File: src/rtl/mem_arbiter_pkg.sv
// Shared constants for the processor memory arbiter: FSM encodings and defaults.
package mem_arbiter_pkg;

    localparam int unsigned STARVE_MAX_DEF = 4;
    localparam int unsigned CNT_W          = 3;
    localparam int unsigned I_ADDR_W       = 16;
    localparam int unsigned ADDR_W         = 32;
    localparam int unsigned DATA_W         = 32;
    localparam int unsigned WE_W           = 4;

    typedef enum logic [1:0] {
        IDLE  = 2'd0,
        IBUSY = 2'd1,
        DBUSY = 2'd2
    } state_t;

endpackage

File: src/rtl/mem_arbiter.sv
// Arbitrates the instruction and data ports onto one single-port memory,
// with at most one read in flight and a bound on how long a fetch can starve.
module mem_arbiter
    import mem_arbiter_pkg::*;
#(
    parameter int unsigned STARVE_MAX = STARVE_MAX_DEF
) (
    input  logic        clk,
    input  logic        rst,
    input  logic [15:0] i_addr,
    input  logic        i_oe,
    output logic [31:0] i_rdata,
    output logic        i_valid,
    input  logic [31:0] d_addr,
    input  logic        d_oe,
    input  logic [3:0]  d_we,
    input  logic [31:0] d_wdata,
    output logic [31:0] d_rdata,
    output logic        d_valid,
    output logic        d_ready,
    output logic        m_req,
    output logic [31:0] m_addr,
    output logic [3:0]  m_we,
    output logic [31:0] m_wdata,
    input  logic        m_gnt,
    input  logic        m_rvalid,
    input  logic [31:0] m_rdata
);

    state_t                state, state_nxt;
    logic                  i_pend, i_pend_nxt;
    logic [I_ADDR_W-1:0]   i_pend_addr, i_pend_addr_nxt;
    logic [CNT_W-1:0]      starve_cnt, starve_cnt_nxt;
    logic [DATA_W-1:0]     i_hold, i_hold_nxt;
    logic [DATA_W-1:0]     d_hold, d_hold_nxt;

    logic                  free;
    logic                  fetch_valid;
    logic [I_ADDR_W-1:0]   fetch_addr;
    logic                  data_wins;
    logic                  data_gnt;
    logic                  fetch_gnt;

    // State, pending fetch, starvation counter and read-data hold registers.
    always_ff @(posedge clk) begin
        if (rst) begin
            state       <= IDLE;
            i_pend      <= 1'b0;
            i_pend_addr <= '0;
            starve_cnt  <= '0;
            i_hold      <= '0;
            d_hold      <= '0;
        end else begin
            state       <= state_nxt;
            i_pend      <= i_pend_nxt;
            i_pend_addr <= i_pend_addr_nxt;
            starve_cnt  <= starve_cnt_nxt;
            i_hold      <= i_hold_nxt;
            d_hold      <= d_hold_nxt;
        end
    end

    // Arbitration, memory request, return steering and next-state logic.
    always_comb begin
        state_nxt       = state;
        i_pend_nxt      = i_pend;
        i_pend_addr_nxt = i_pend_addr;
        starve_cnt_nxt  = starve_cnt;
        i_hold_nxt      = i_hold;
        d_hold_nxt      = d_hold;

        // The return cycle of an outstanding read is also an issue slot.
        free        = (state == IDLE) || m_rvalid;
        fetch_valid = i_oe || i_pend;
        fetch_addr  = i_oe ? i_addr : i_pend_addr;
        data_wins   = d_oe && !((starve_cnt == CNT_W'(STARVE_MAX)) && fetch_valid);

        m_req   = !rst && free && (d_oe || fetch_valid);
        m_addr  = data_wins ? d_addr : {16'h0, fetch_addr};
        m_we    = data_wins ? d_we : '0;
        m_wdata = data_wins ? d_wdata : '0;

        d_ready   = m_req && data_wins && m_gnt;
        data_gnt  = d_ready;
        fetch_gnt = m_req && !data_wins && m_gnt;

        i_valid = !rst && m_rvalid && (state == IBUSY);
        d_valid = !rst && m_rvalid && (state == DBUSY);
        i_rdata = i_valid ? m_rdata : i_hold;
        d_rdata = d_valid ? m_rdata : d_hold;
        if (i_valid) i_hold_nxt = m_rdata;
        if (d_valid) d_hold_nxt = m_rdata;

        // Stores finish on grant; only reads leave a transaction outstanding.
        if (free) begin
            state_nxt = IDLE;
            if (data_gnt && (d_we == '0)) state_nxt = DBUSY;
            else if (fetch_gnt)           state_nxt = IBUSY;
        end

        // A newer fetch request always replaces an older pending one.
        if (fetch_gnt) begin
            i_pend_nxt = 1'b0;
        end else if (i_oe) begin
            i_pend_nxt      = 1'b1;
            i_pend_addr_nxt = i_addr;
        end

        if (fetch_gnt || !fetch_valid) begin
            starve_cnt_nxt = '0;
        end else if (data_gnt && (starve_cnt != '1)) begin
            starve_cnt_nxt = starve_cnt + CNT_W'(1);
        end
    end

endmodule
File: config.mk
export PLATFORM = sky130hd
export DESIGN_NAME = mem_arbiter
export DESIGN_NICKNAME = d
export VERILOG_FILES = /design/src/rtl/mem_arbiter_pkg.sv /design/src/rtl/mem_arbiter.sv
export SDC_FILE = /design/constraint.sdc
export NUM_CORES = 1
export LEC_CHECK = 0
export ABC_AREA = 1
export BUFFER_PORTS_ARGS = -buffer_cell sky130_fd_sc_hd__buf_2
export CAP_MARGIN = 25
export CORE_MARGIN = 2
export CORE_UTILIZATION = 44
export DETAILED_ROUTE_END_ITERATION = 12
export PLACE_DENSITY = 0.81
export SETUP_SLACK_MARGIN = 0.15
export SYNTH_ARGS = -nofsm -noshare
export SYNTH_HDL_FRONTEND = slang
export SYNTH_SLANG_ARGS = --single-unit
File: constraint.sdc
create_clock -name clk -period 2 [get_ports clk]
set_input_delay 0.3 -clock clk [delete_from_list [all_inputs] [get_ports clk]]
set_output_delay 0.3 -clock clk [all_outputs]
set_load 0.005 [all_outputs]
; ---- Word-level counts from Yosys, hierarchy flattened
; Cells that the tools add are included.
[op_classes]
n_eq_ne = 4
n_reduce_logical = 25
add_sub_neg = 1
muxes = 8
[op_table]
columns = op, count
row1 = 2-to-1 mux 32 bit, 4
row2 = 2-to-1 mux 16 bit, 1
row3 = logical AND 1 bit, 13
row4 = zero test 1 bit, 4
row5 = zero test 4 bit, 1
row6 = logical OR 1 bit, 4
row7 = 2-to-1 mux 4 bit, 1
row8 = OR reduction 2 bit, 2
row9 = adder 3 x 1 -> 3 bit (second input constant), 1
row10 = == test 3 bit (second input constant), 1
row11 = inequality test 3 bit (second input constant), 1
row12 = == test 2 x 1 -> 1 bit (second input constant), 1
row13 = == test 2 bit (second input constant), 1
row14 = zero test 2 bit, 1
row15 = 2-to-1 mux 2 bit, 1
row16 = 2-to-1 mux 1 bit, 1
[totals]
wordCells = 44
reg_bits = 86
input_bits = 122
out_inout_bits = 136

; ---- Logic depth before layout (Yosys ltp)
[logic_depth]
depth_word = 9
mapped_depth = 12

; ---- Worst setup path after synthesis
; OpenSTA, ideal clock, no wires.
[synth_timing]
path_type = reg-to-output
start = register starve_cnt[0]
end = output port m_addr[10]
required_time_ns = 1.700
stages_incl_launch_ff = 10
path_buffers = 2
arrival_ns = 1.270
setup_slack_ns = 0.430
path_cell_list = dfxtp_1 -> inv_1 -> ha_1 -> nand2_1 -> inv_1 -> nand2_2 -> nand2_2 -> buf_2 -> buf_2 -> a31oi_1
[synth_via]
elab_chain_len = 5
[synth_lines]
columns = item, line_no
row1 = start: declaration, mem_arbiter.sv:33  ; logic [CNT_W-1:0] starve_cnt, starve_cnt_nxt;
row2 = start signal: assignment, mem_arbiter.sv:57  ; starve_cnt <= starve_cnt_nxt;
row3 = == test 3 bit, mem_arbiter.sv:76  ; data_wins = d_oe && !((starve_cnt == CNT_W'(STARVE_MAX)) && fetch_valid);
row4 = logical AND 1 bit, mem_arbiter.sv:76
row5 = zero test 1 bit, mem_arbiter.sv:76
row6 = logical AND 1 bit, mem_arbiter.sv:76
row7 = 2-to-1 mux 32 bit, mem_arbiter.sv:79  ; m_addr = data_wins ? d_addr : {16'h0, fetch_addr};
row8 = end: declaration, mem_arbiter.sv:22  ; output logic [31:0] m_addr,
; Every way passes these cells.

; ---- Final worst setup path
[layout_timing]
start = register state[1]
end = output port d_rdata[19]
[layout_via]
elab_chain_len = 3
[layout_lines]
columns = item, line_no
row1 = start: declaration, mem_arbiter.sv:30  ; state_t state, state_nxt;
row2 = start signal: assignment, mem_arbiter.sv:54  ; state <= state_nxt;
row3 = == test 2 bit, mem_arbiter.sv:88  ; d_valid = !rst && m_rvalid && (state == DBUSY);
row4 = logical AND 1 bit, mem_arbiter.sv:88
row5 = 2-to-1 mux 32 bit, --
row6 = end: declaration, mem_arbiter.sv:18  ; output logic [31:0] d_rdata,
; Every way passes these cells.

==> impl_metrics.json <==
{
  "synth.most_common_cell": "nor2_1",
  "hold_viol": 0,
  "rows": 36,
  "fmax_ghz": 0.4718,
  "grtUsageTotal_pct": 28.71,
  "ir_drop_mv": 0.5000,
  "cts_sinks": 86,
  "antenna_found_initial": 0,
  "syn_nets": 789,
  "async_flop_share_pct": 0,
  "leakagePower_nw": 4.722,
  "tns_ps": -2564,
  "vias": 5669,
  "maxCapViolations": 0,
  "grt_pass1_vias": 5147,
  "synth_edf_count": 0,
  "cts_made_buffers": 9,
  "initial_utilization_pct": 45.12,
  "power_density_nw_per_um2": 494.3,
  "layout.cells.non_filler": 1130,
  "fill_cells": 525,
  "fp.coreArea_um2": 9684,
  "design.die.area_um2": 10740,
  "fin_skew_ps": 8.021,
  "pre_cts_slack_ps": 262.6,
  "clock_latency_ps": 350,
  "min_path_type": "input port to register",
  "final.period_utilization_pct": 106.0,
  "gp_congestion": 0.8226,
  "drt_first_pass_iters": 5,
  "antennaDiodeCount": 0,
  "cp.required_ps": 1700,
  "path_max_fanout": 16,
  "slew_headroom_pct": 53.02,
  "syn_area_per_cell_um2": 6.580,
  "syn_inst": 664,
  "synth-main-ff-cell": "dfxtp_1",
  "synth_common_cells": "nor2_1 (158), inv_1 (126), dfxtp_1 (86), nand2_1 (58), o21ai_0 (54)",
  "finalMaxSlewViolations": 0,
  "worstSetupStartpointType": "register",
  "fin_ws_ps": -119.4,
  "cts_max_level": 3,
  "worst_pin_slew_ps": 704.8,
  "cts_hold_buf": 0,
  "fp.dieW_um": 103.7,
  "routedWlPerCell_um": 17.21,
  "drc": 0,
  "status": "complete, but fails checks",
  "ys_warn_count": 0,
  "io_pins": 258,
  "cp-end-kind": "output port",
  "synth_seq_cells": 86,
  "cts_tree": "done",
  "drtIter0Drc": 387,
  "routed_wl_mm": 19.45,
  "arrival_ps": 1820,
  "min_period_ps": 2119,
  "vias_per_cell": 5.017,
  "grt_pass1_wl_mm": 25.15,
  "crit_type": "register to output port",
  "ant_nets": 0,
  "clk_pin_slew_ps": 100,
  "synth_top_area_share_pct": 39.40,
  "syn_to_final_growth_pct": 83.53,
  "netlist_area_um2": 4369,
  "synthTopCellsByArea": "dfxtp_1 (39%), nor2_1 (14%), inv_1 (11%)",
  "grt_max_degree": 68,
  "nNetsFinal": 1117,
  "yosysSeqAreaShare_pct": 39.40,
  "clockBufferDepth": 2,
  "dp.cells": 1033,
  "port_buffers": 257,
  "grt-ovfl-total": 0,
  "synth_area_leader_cell": "dfxtp_1",
  "setup_viol": 77,
  "root_buffer": "clkbuf_8",
  "violations": "negative setup slack",
  "die_height_um": 103.7,
  "rsz0062_at_grt": "true",
  "synthDistinctLibCells": 25,
  "layout-drive-gt1-share_pct": 53.26,
  "whs_ps": 227.9,
  "dp_hpwl_mm": 9.276
}
-- through the flow --
stage	instance area (um2)	total power, mW	util, %
CTS	7143	3.740	73.76
global route	8019	4.102	82.80
finish	8019	3.964	82.80
global placement	5783	2.397	59.72
floorplan	4369	2.105	-
detailed placement	5783	2.402	59.72
-- registers in the layout, summed over array words and instances, names as in the netlist --
name	count
d_hold	32
i_hold	32
i_pend	1
i_pend_addr	16
starve_cnt	3
state	2
-- layer usage --
metal | share of wire [%] | wire length, um | GRT usage, %
met1 | 35 | 6808 | 30.97
met3 | 9.0 | 1749 | 6.356
met4 | 3.9 | 756 | 13.42
met2 | 52 | 10140 | 53.12
met5 | 0 | 0 | 0
-- worst paths after layout --
| path | slack, ps | endpoint | depth (start not counted) | from |
|---|---|---|---|---|
| worst min register to register | 490 | i_pend_addr[4] | 2 | i_pend_addr[4] |
| worst max register to register | -10 | d_hold[29] | 14 | state[1] |
| worst min-delay path | 230 | d_hold[3] | 3 | m_rdata[3] |
| worst max-delay path | -120 | d_rdata[19] | 9 | state[1] |
-- final cells by class --
class                   instances  area [um2]  share of cell area [%]
clock buffers                  10       127.6                   1.592
clock inverters                 6       68.82                  0.8582
inverters                     132       513.0                   6.397
multi-input cells             411        2780                   34.67
flip-flops and latches         86        1729                   21.56
well taps                     133       166.4                   2.075
repair buffers                352        2634                   32.84
-- placed cells by master, fill, tap and decap left out, drive strengths merged --
master    netlist  layout
nand2          62      62
ha              3       3
clkinv          0       2
or2            64      64
buf            19     345
inv           132     134
nor2          171     171
nand3           8       8
clkinvlp        0       1
a21oi           4       4
a31oi          16      16
dfxtp          86      86
nor4            1       1
clkbuf         16      17
o21ai          82      82
bufinv          0       1
-- power by group --
| group | leakage (nW) | internal, mW | total, mW | switching [mW] |
|---|---|---|---|---|
| Clock | 0.0973 | 0.588 | 1.26 | 0.673 |
| Sequential | 0.700 | 1.76 | 1.78 | 0.0218 |
| Combinational | 3.92 | 0.439 | 0.925 | 0.486 |
-- critical path: stages, from the launching register on --
cell and delay [ps]:
dfxtp_2 370, inv_2 60, nor2_2 80, nand2_2 90, buf_4 160, buf_8 130, buf_12 160, o21ai_2 180
inv_1 90, buf_2 130
-- timing repair --
item / CTS / global route
gates resized for setup: 172 / 129
setup endpoints to repair: 130 / 147
pin swaps: 39 / 8
setup buffers: 52 / 9
endpoints found under the hold margin: 0 / 0
cloned: 12 / 8
-- kinds of logic after synthesis --
family | share of synthesized area (%)
AO/OA/AOI/OAI | 12.14
adder cells (fa/ha/maj) | 0.8592
buffers and inverters | 15.61
flip-flops | 39.40
AND/OR/NAND/NOR | 31.99
Note: power is estimated with default switching activity, not from simulation.
